`config.mk`:
```
export PLATFORM = sky130hd
export DESIGN_NAME = aes_key_expander_flat
export DESIGN_NICKNAME = d
export VERILOG_FILES = /design/src/rtl/aes_key_expander_if.sv /design/src/rtl/aes_key_expander.sv /design/src/flat_wrapper.sv
export SDC_FILE = /design/constraint.sdc
export NUM_CORES = 2
export LEC_CHECK = 0
export BUFFER_PORTS_ARGS = -buffer_cell sky130_fd_sc_hd__buf_2
export CAP_MARGIN = 0
export CORE_MARGIN = 8
export CORE_UTILIZATION = 69
export DETAILED_ROUTE_END_ITERATION = 10
export GPL_TIMING_DRIVEN = 0
export PLACE_DENSITY = 0.9
export SYNTH_ARGS = -nofsm -noshare
export SYNTH_HDL_FRONTEND = slang
export SYNTH_SLANG_ARGS = --single-unit
```
`constraint.sdc`:
```
create_clock -name clk -period 23.6 [get_ports clk]
set_clock_uncertainty 0.15 [all_clocks]
set_input_delay 2.36 -clock clk [delete_from_list [all_inputs] [get_ports clk]]
set_output_delay 2.36 -clock clk [all_outputs]
set_load 0.005 [all_outputs]
```
`src/rtl/aes_key_expander_if.sv`:
```
// Key-load handshake and round-key read port of the AES-128 key expander.
// The master side offers keys and indexes round keys; the slave side is the expander.
interface aes_key_expander_if #(
  parameter int unsigned KEY_W = 128
) ();
  logic             key_valid;
  logic             key_ready;
  logic [KEY_W-1:0] key_in;
  logic             busy;
  logic             keys_valid;
  logic             dec;
  logic [3:0]       rk_idx;
  logic [KEY_W-1:0] roundkey;

  modport master (
    output key_valid, key_in, dec, rk_idx,
    input  key_ready, busy, keys_valid, roundkey
  );

  modport slave (
    input  key_valid, key_in, dec, rk_idx,
    output key_ready, busy, keys_valid, roundkey
  );
endinterface

```
`src/rtl/aes_key_expander.sv`:
```
// Iterative AES-128 key schedule: one round key per cycle into an (NR+1)-entry store,
// served combinationally in forward (encrypt) or reversed (decrypt) order.
module aes_key_expander #(
  parameter int unsigned NR    = 10,
  parameter int unsigned KEY_W = 128
) (
  input logic               clk,
  input logic               rst_n,
  aes_key_expander_if.slave bus
);

  // Forward S-box, byte 0x00 in the top 8 bits.
  localparam logic [2047:0] SBOX = {
    128'h637c777bf26b6fc53001672bfed7ab76, 128'hca82c97dfa5947f0add4a2af9ca472c0,
    128'hb7fd9326363ff7cc34a5e5f171d83115, 128'h04c723c31896059a071280e2eb27b275,
    128'h09832c1a1b6e5aa0523bd6b329e32f84, 128'h53d100ed20fcb15b6acbbe394a4c58cf,
    128'hd0efaafb434d338545f9027f503c9fa8, 128'h51a3408f929d38f5bcb6da2110fff3d2,
    128'hcd0c13ec5f974417c4a77e3d645d1973, 128'h60814fdc222a908846eeb814de5e0bdb,
    128'he0323a0a4906245cc2d3ac629195e479, 128'he7c8376d8dd54ea96c56f4ea657aae08,
    128'hba78252e1ca6b4c6e8dd741f4bbd8b8a, 128'h703eb5664803f60e613557b986c11d9e,
    128'he1f8981169d98e949b1e87e9ce5528df, 128'h8ca1890dbfe6426841992d0fb054bb16
  };

  typedef enum logic [1:0] {StIdle, StExpand, StReady} state_e;

  function automatic logic [7:0] sbox(input logic [7:0] b);
    return SBOX[{~b, 3'b000} +: 8];
  endfunction

  function automatic logic [7:0] xtime(input logic [7:0] b);
    return {b[6:0], 1'b0} ^ (b[7] ? 8'h1b : 8'h00);
  endfunction

  state_e           state_q;
  logic [3:0]       ctr_q;
  logic [7:0]       rcon_q;
  logic             key_ready_q;
  logic             busy_q;
  logic             keys_valid_q;
  logic [KEY_W-1:0] slot_q [NR+1];

  logic [3:0]       prev_idx;
  logic [KEY_W-1:0] prev_key;
  logic [KEY_W-1:0] next_key;
  logic [31:0]      w0, w1, w2, w3, t;
  logic [3:0]       eff;

  // One FIPS-197 round of the key schedule from the previous slot.
  always_comb begin
    prev_idx = (ctr_q == 4'd0) ? 4'd0 : ctr_q - 4'd1;
    prev_key = slot_q[prev_idx];
    {w0, w1, w2, w3} = prev_key;
    t = {sbox(w3[23:16]), sbox(w3[15:8]), sbox(w3[7:0]), sbox(w3[31:24])}
        ^ {rcon_q, 24'h0};
    next_key[127:96] = w0 ^ t;
    next_key[95:64]  = w1 ^ next_key[127:96];
    next_key[63:32]  = w2 ^ next_key[95:64];
    next_key[31:0]   = w3 ^ next_key[63:32];
  end

  always_ff @(posedge clk) begin
    if (!rst_n) begin
      state_q      <= StIdle;
      ctr_q        <= 4'd0;
      rcon_q       <= 8'h01;
      key_ready_q  <= 1'b1;
      busy_q       <= 1'b0;
      keys_valid_q <= 1'b0;
    end else begin
      unique case (state_q)
        StIdle, StReady: begin
          if (bus.key_valid) begin
            slot_q[0]    <= bus.key_in;
            ctr_q        <= 4'd1;
            rcon_q       <= 8'h01;
            state_q      <= StExpand;
            key_ready_q  <= 1'b0;
            busy_q       <= 1'b1;
            keys_valid_q <= 1'b0;
          end
        end
        StExpand: begin
          slot_q[ctr_q] <= next_key;
          rcon_q        <= xtime(rcon_q);
          if (ctr_q == 4'(NR)) begin
            ctr_q        <= 4'd0;
            state_q      <= StReady;
            key_ready_q  <= 1'b1;
            busy_q       <= 1'b0;
            keys_valid_q <= 1'b1;
          end else begin
            ctr_q <= ctr_q + 4'd1;
          end
        end
        default: state_q <= StIdle;
      endcase
    end
  end

  assign bus.key_ready  = key_ready_q;
  assign bus.busy       = busy_q;
  assign bus.keys_valid = keys_valid_q;

  // Read port is live in every state; out-of-range indices return zero.
  always_comb begin
    eff = bus.dec ? 4'(NR) - bus.rk_idx : bus.rk_idx;
    bus.roundkey = (bus.rk_idx > 4'(NR)) ? '0 : slot_q[eff];
  end

endmodule

```
`src/flat_wrapper.sv`:
```
// flat-port wrapper written by rule: the top's interface ports become plain ports
module aes_key_expander_flat 
#(
  parameter int unsigned NR    = 10,
  parameter int unsigned KEY_W = 128
)
  (clk, rst_n, bus_key_valid, bus_key_in, bus_dec, bus_rk_idx, bus_key_ready, bus_busy, bus_keys_valid, bus_roundkey);
  aes_key_expander_if #(.KEY_W(KEY_W)) bus_i ();
  input logic clk;
  input logic rst_n;
  input wire logic [$bits(bus_i.key_valid)-1:0] bus_key_valid;
  input wire logic [$bits(bus_i.key_in)-1:0] bus_key_in;
  input wire logic [$bits(bus_i.dec)-1:0] bus_dec;
  input wire logic [$bits(bus_i.rk_idx)-1:0] bus_rk_idx;
  output wire logic [$bits(bus_i.key_ready)-1:0] bus_key_ready;
  output wire logic [$bits(bus_i.busy)-1:0] bus_busy;
  output wire logic [$bits(bus_i.keys_valid)-1:0] bus_keys_valid;
  output wire logic [$bits(bus_i.roundkey)-1:0] bus_roundkey;
  assign bus_i.key_valid = bus_key_valid;
  assign bus_i.key_in = bus_key_in;
  assign bus_i.dec = bus_dec;
  assign bus_i.rk_idx = bus_rk_idx;
  assign bus_key_ready = bus_i.key_ready;
  assign bus_busy = bus_i.busy;
  assign bus_keys_valid = bus_i.keys_valid;
  assign bus_roundkey = bus_i.roundkey;
  aes_key_expander #(.NR(NR), .KEY_W(KEY_W)) u_core (.clk(clk), .rst_n(rst_n), .bus(bus_i));
endmodule
```
==> results of run 1 <==
[per-stage QoR]
step                cell area [um2]  instances  setup TNS (ns)  utilization
global placement              90100      10200         -569.35        0.720
floorplan                     86700       8240               0            -
CTS                           96900      10500               0        0.773
detailed placement            92100      10300               0        0.735
[metal layers]
layer / GRT overflow / GRT usage
met2: 69 / 0.890
met4: 71 / 0.738
met3: 8 / 0.732
met5: 0 / 0.490
met1: 11 / 0.784
[kinds of logic after synthesis]
kind of cell | after synthesis | share of synthesized area
buffers and inverters | 855 | 0.0474
DFF | 1425 | 0.491
and+or+nand+nor | 2869 | 0.144
AOI/OAI and AO/OA | 2266 | 0.183
muxes | 585 | 0.106
adders and majority gates | 57 | 0.00822
xor gates and xnor gates | 183 | 0.0206
==> impl_metrics.toml, run 1 <==
[outcome]
haltStage = "global routing (5_1_grt)"
status = "stopped before the end"
toolErrorMsg = "[ERROR GRT-0232] Routing congestion too high. Check the congestion heatmap in the GUI."

[logic_synthesis]
yosysTopAreaCell = "edfxtp_1"
yosysSeqAreaShare = 0.491
synth_fp_nets = 8433
yosysMostFrequentCell = "edfxtp_1"
synth_area_leaders = "edfxtp_1 49%, mux4_2 6.8%, nand2_1 5.9%, mux2i_1 3.5%, nand3_1 3.4%"
yosysWarnings = 0
synth_cell_types = 124
synth_common_cells = "1408 x edfxtp_1, 1370 x nand2_1, 594 x nand3_1"
synthCells = 8240
synth_top_area_share = 0.487
synth_ff_type = "edfxtp_1"
synth_area_per_cell_um2 = 10.5
syn_area_um2 = 86700
yosys_register_bits = 1425
ys_async_sr_fraction = 0
synth-edff-count = 1408

[placed_design]
hpwlAfterDp_um = 325000
pre_cts_slack_ns = 13.04
port_buffers = 266
gp_congestion = 1.25

[grt]
track_usage = 0.788
overflow = 159
grt_max_degree = 28

[clock_tree]
hold_buffers = 0
cts-root-buf = "clkbuf_16"
clock_path_buffers = 3
cts_resized = 0
post_cts_buffers = 0
cts_inserted_buffers = 146
htree_num_levels = 4
cts.sinks = 1425

[floorplanning]
die_w_um = 371
initial_utilization = 0.693
die-height_um = 371
boundaryPins = 267
fp-row-count = 130
==> run 2, diff against run 1 <==
Settings changed: CORE_UTILIZATION 69 to 40, PLACE_DENSITY 0.9 to unset, PLACE_DENSITY_LB_ADDON set to 0.15.
==> impl_metrics.toml, run 2 <==
[outcome]
status = "complete, but fails checks"
violations = "capacitance limit, slew limit"

[timing]
rsz0062_at_grt = "no"
tightest_slew_ns = 1.76
fin_crit_ns = 12.10
post-route-period-util = 0.513
finalSetupTns_ns = 0
drv_slew = 293
setup_violations = 0
finalHoldViolCount = 0
max_freq_ghz = 0.0826
slew_headroom = -0.172
whs_ns = 0.320

[detailed_routing]
routedWlPerCell_um = 45.8
drc = 0
drt_first_pass_iters = 9
first_iter_violations = 16900
wirelength_um = 541000
postRouteAntennaNets = 0
vias = 86900
vias_per_cell = 7.36

[worst_setup_path]
crit_path_max_fanout = 11
cp.arrival_ns = 12.37
rrSetupSlack_ns = 11.50
cp_top_family = "buffers and inverters"
cp-endpoint = "u_core.slot_q[7][5]"
r2r_end = "u_core.slot_q[7][5]"
path_depth = 23
crit_slowest_cell = "xnor2_1"
critPathBufInv = 8
reg2reg_depth = 23
r2r-start = "u_core.ctr_q[1]"
crit_start = "u_core.ctr_q[1]"
path_common_cell = "xnor2_1"
max_stage_delay_ns = 1.36
cp_data_required_time_ns = 23.87
end_kind = "flop"
start_kind = "flop"
crit_chain = "buf_6 -> or2_1 -> o21ai_0 -> buf_2 -> buf_4 -> buf_2 -> nand3_2 -> and2_1 -> clkbuf_1 -> inv_1 -> ha_1 -> clkbuf_1 -> inv_1 -> nor4_2 -> a211oi_1 -> a311oi_1 -> o21ai_0 -> a311oi_1 -> a21oi_2 -> xnor2_1 -> xnor2_1 -> xnor2_1 -> o21ai_1"
worst-setup-path-type = "flop to flop"

[power]
ir_drop_uv = 66.7
leakage_uw = 0.0346
power_density_nw_per_um2 = 80.1

[logic_synthesis]
syn_area_um2 = 86700
synth_common_cells = "1408 x edfxtp_1, 1370 x nand2_1, 594 x nand3_1"
ys_async_sr_fraction = 0
synthCells = 8240
synth-simple-area-share = 0.144
yosysMostFrequentCell = "edfxtp_1"
synth_area_per_cell_um2 = 10.5
yosys_register_bits = 1425
yosysTopAreaCell = "edfxtp_1"
synth_ff_type = "edfxtp_1"
synth_top_area_share = 0.487
synth_top_family_by_area = "compound AO/OA/AOI/OAI gates"
synth-edff-count = 1408
synth_cell_types = 124
synth_fp_nets = 8433
yosysSeqAreaShare = 0.491
synth-compound-area-share = 0.183
synth_mux_area_frac = 0.106
synth-xor-area-share = 0.0206
synth_area_leaders = "edfxtp_1 49%, mux4_2 6.8%, nand2_1 5.9%, mux2i_1 3.5%, nand3_1 3.4%"
yosysWarnings = 0
synth_adder_area_share = 0.00822

[run]
cap_violations = 36

[clock_tree]
htree_num_levels = 4
cts.sinks = 1425
clkLatencyLatePin_ns = 0.88
clock_path_buffers = 3
cts_inserted_buffers = 163
cts-root-buf = "clkbuf_16"
cts_resized = 0
path_clk_slew_ns = 0.06
cts_tree = "yes"
post_cts_buffers = 0
hold_buffers = 0

[placed_design]
hpwlAfterDp_um = 397000
dp_cells = 11500
place_area_um2 = 94200
gp_congestion = 1.04
port_buffers = 266

[layout]
largest_reg_flops = 1408
drive_gt1_frac = 0.170
most-common-layout-cells = "1408 x edfxtp_1, 1370 x nand2_1, 594 x nand3_1, 585 x buf_2, 518 x nor2_1"
top_regs = "u_core.slot_q x1408, u_core.rcon_q x8, u_core.ctr_q x4"
area_growth_pct = 14.9
final_cells = 11800
final_core_utilization = 0.461
design_area_um2 = 99700
final_nets = 8999
largest-register = "u_core.slot_q"
layout_commonest_cell = "edfxtp_1"
nFillCells = 20200

[grt]
grt_antenna_before_repair = 28
first_global_vias = 80100
grt_pass1_wl_um = 715000
overflow = 0
track_usage = 0.447
grt_max_degree = 24

[floorplanning]
boundaryPins = 267
die_w_um = 482
core_area_um2 = 216000
initial_utilization = 0.401
die-area_um2 = 232000
fp-row-count = 171
die-height_um = 482

[min_path]
hp-class = "flop to flop"
[run 2: cell counts after synthesis]
Identical to the previous run, type by type.
[run 2: logic make-up (layout without fill, tap and decap cells)]
| group | count (synthesis) | after routing |
|---|---|---|
| simple gates | 2869 | 2869 |
| compound gates | 2266 | 2266 |
| flops | 1425 | 1425 |
| buf+inv | 855 | 1551 |
| mux | 585 | 585 |
| xor+xnor | 183 | 183 |
| fa+ha+maj | 57 | 57 |
| other cells | 0 | 28 |
[run 2: per-layer routing]
layer,wire length [um],GRT usage
met3,79000,0.157
met1,191000,0.560
met4,50000,0.321
met5,78,0
met2,222000,0.640
[run 2: metrics by stage]
stage | worst slack, ns | total power, uW
6_report | 11.50 | 7990
5_1_grt | 11.94 | 8030
4_1_cts | 12.21 | 7800
3_5_place_dp | 12.27 | 5290
3_3_place_gp | -6.31 | 5280
2_1_floorplan | 10.51 | 4070
[run 2: power by group]
group	switching [uW]	internal, uW
Sequential	13.5	2880
Clock	1160	1410
Combinational	1900	630
[run 2: worst register-to-register path, delay by kind of cell (launching register included)]
family                     cells  cell delay, ns
buffers and inverters          8            3.51
DFF                            1            0.30
adders and majority gates      1            0.23
AOI/OAI and AO/OA              7            2.75
xor gates and xnor gates       3            2.87
and+or+nand+nor                4            1.87
[run 2: area by class of cell]
cell class / instances / area (um2) / area share
flip-flops and latches: 1425 / 42600 / 0.428
clock buffers: 193 / 4210 / 0.0423
well taps: 2854 / 3570 / 0.0358
diodes: 28 / 70.1 / 0.000703
repair buffers: 401 / 3700 / 0.0371
inverters: 58 / 218 / 0.00218
plain buffers: 797 / 3930 / 0.0394
clock inverters: 102 / 1060 / 0.0107
multi-input cells: 5960 / 40300 / 0.404
[run 2: how the worst min path moves through the flow]
stage,from,to,cells after the start
after global routing,u_core.bus.keys_valid,u_core.bus.keys_valid,2
after floorplan,u_core.state_q[1],u_core.state_q[1],2
after detailed placement,u_core.bus.keys_valid,u_core.bus.keys_valid,2
after global placement,u_core.bus.key_ready,u_core.bus.key_ready,2
after CTS,u_core.bus.keys_valid,u_core.bus.keys_valid,2
final,u_core.bus.keys_valid,u_core.bus.keys_valid,2
No activity file was read; power rests on OpenSTA's default activity.
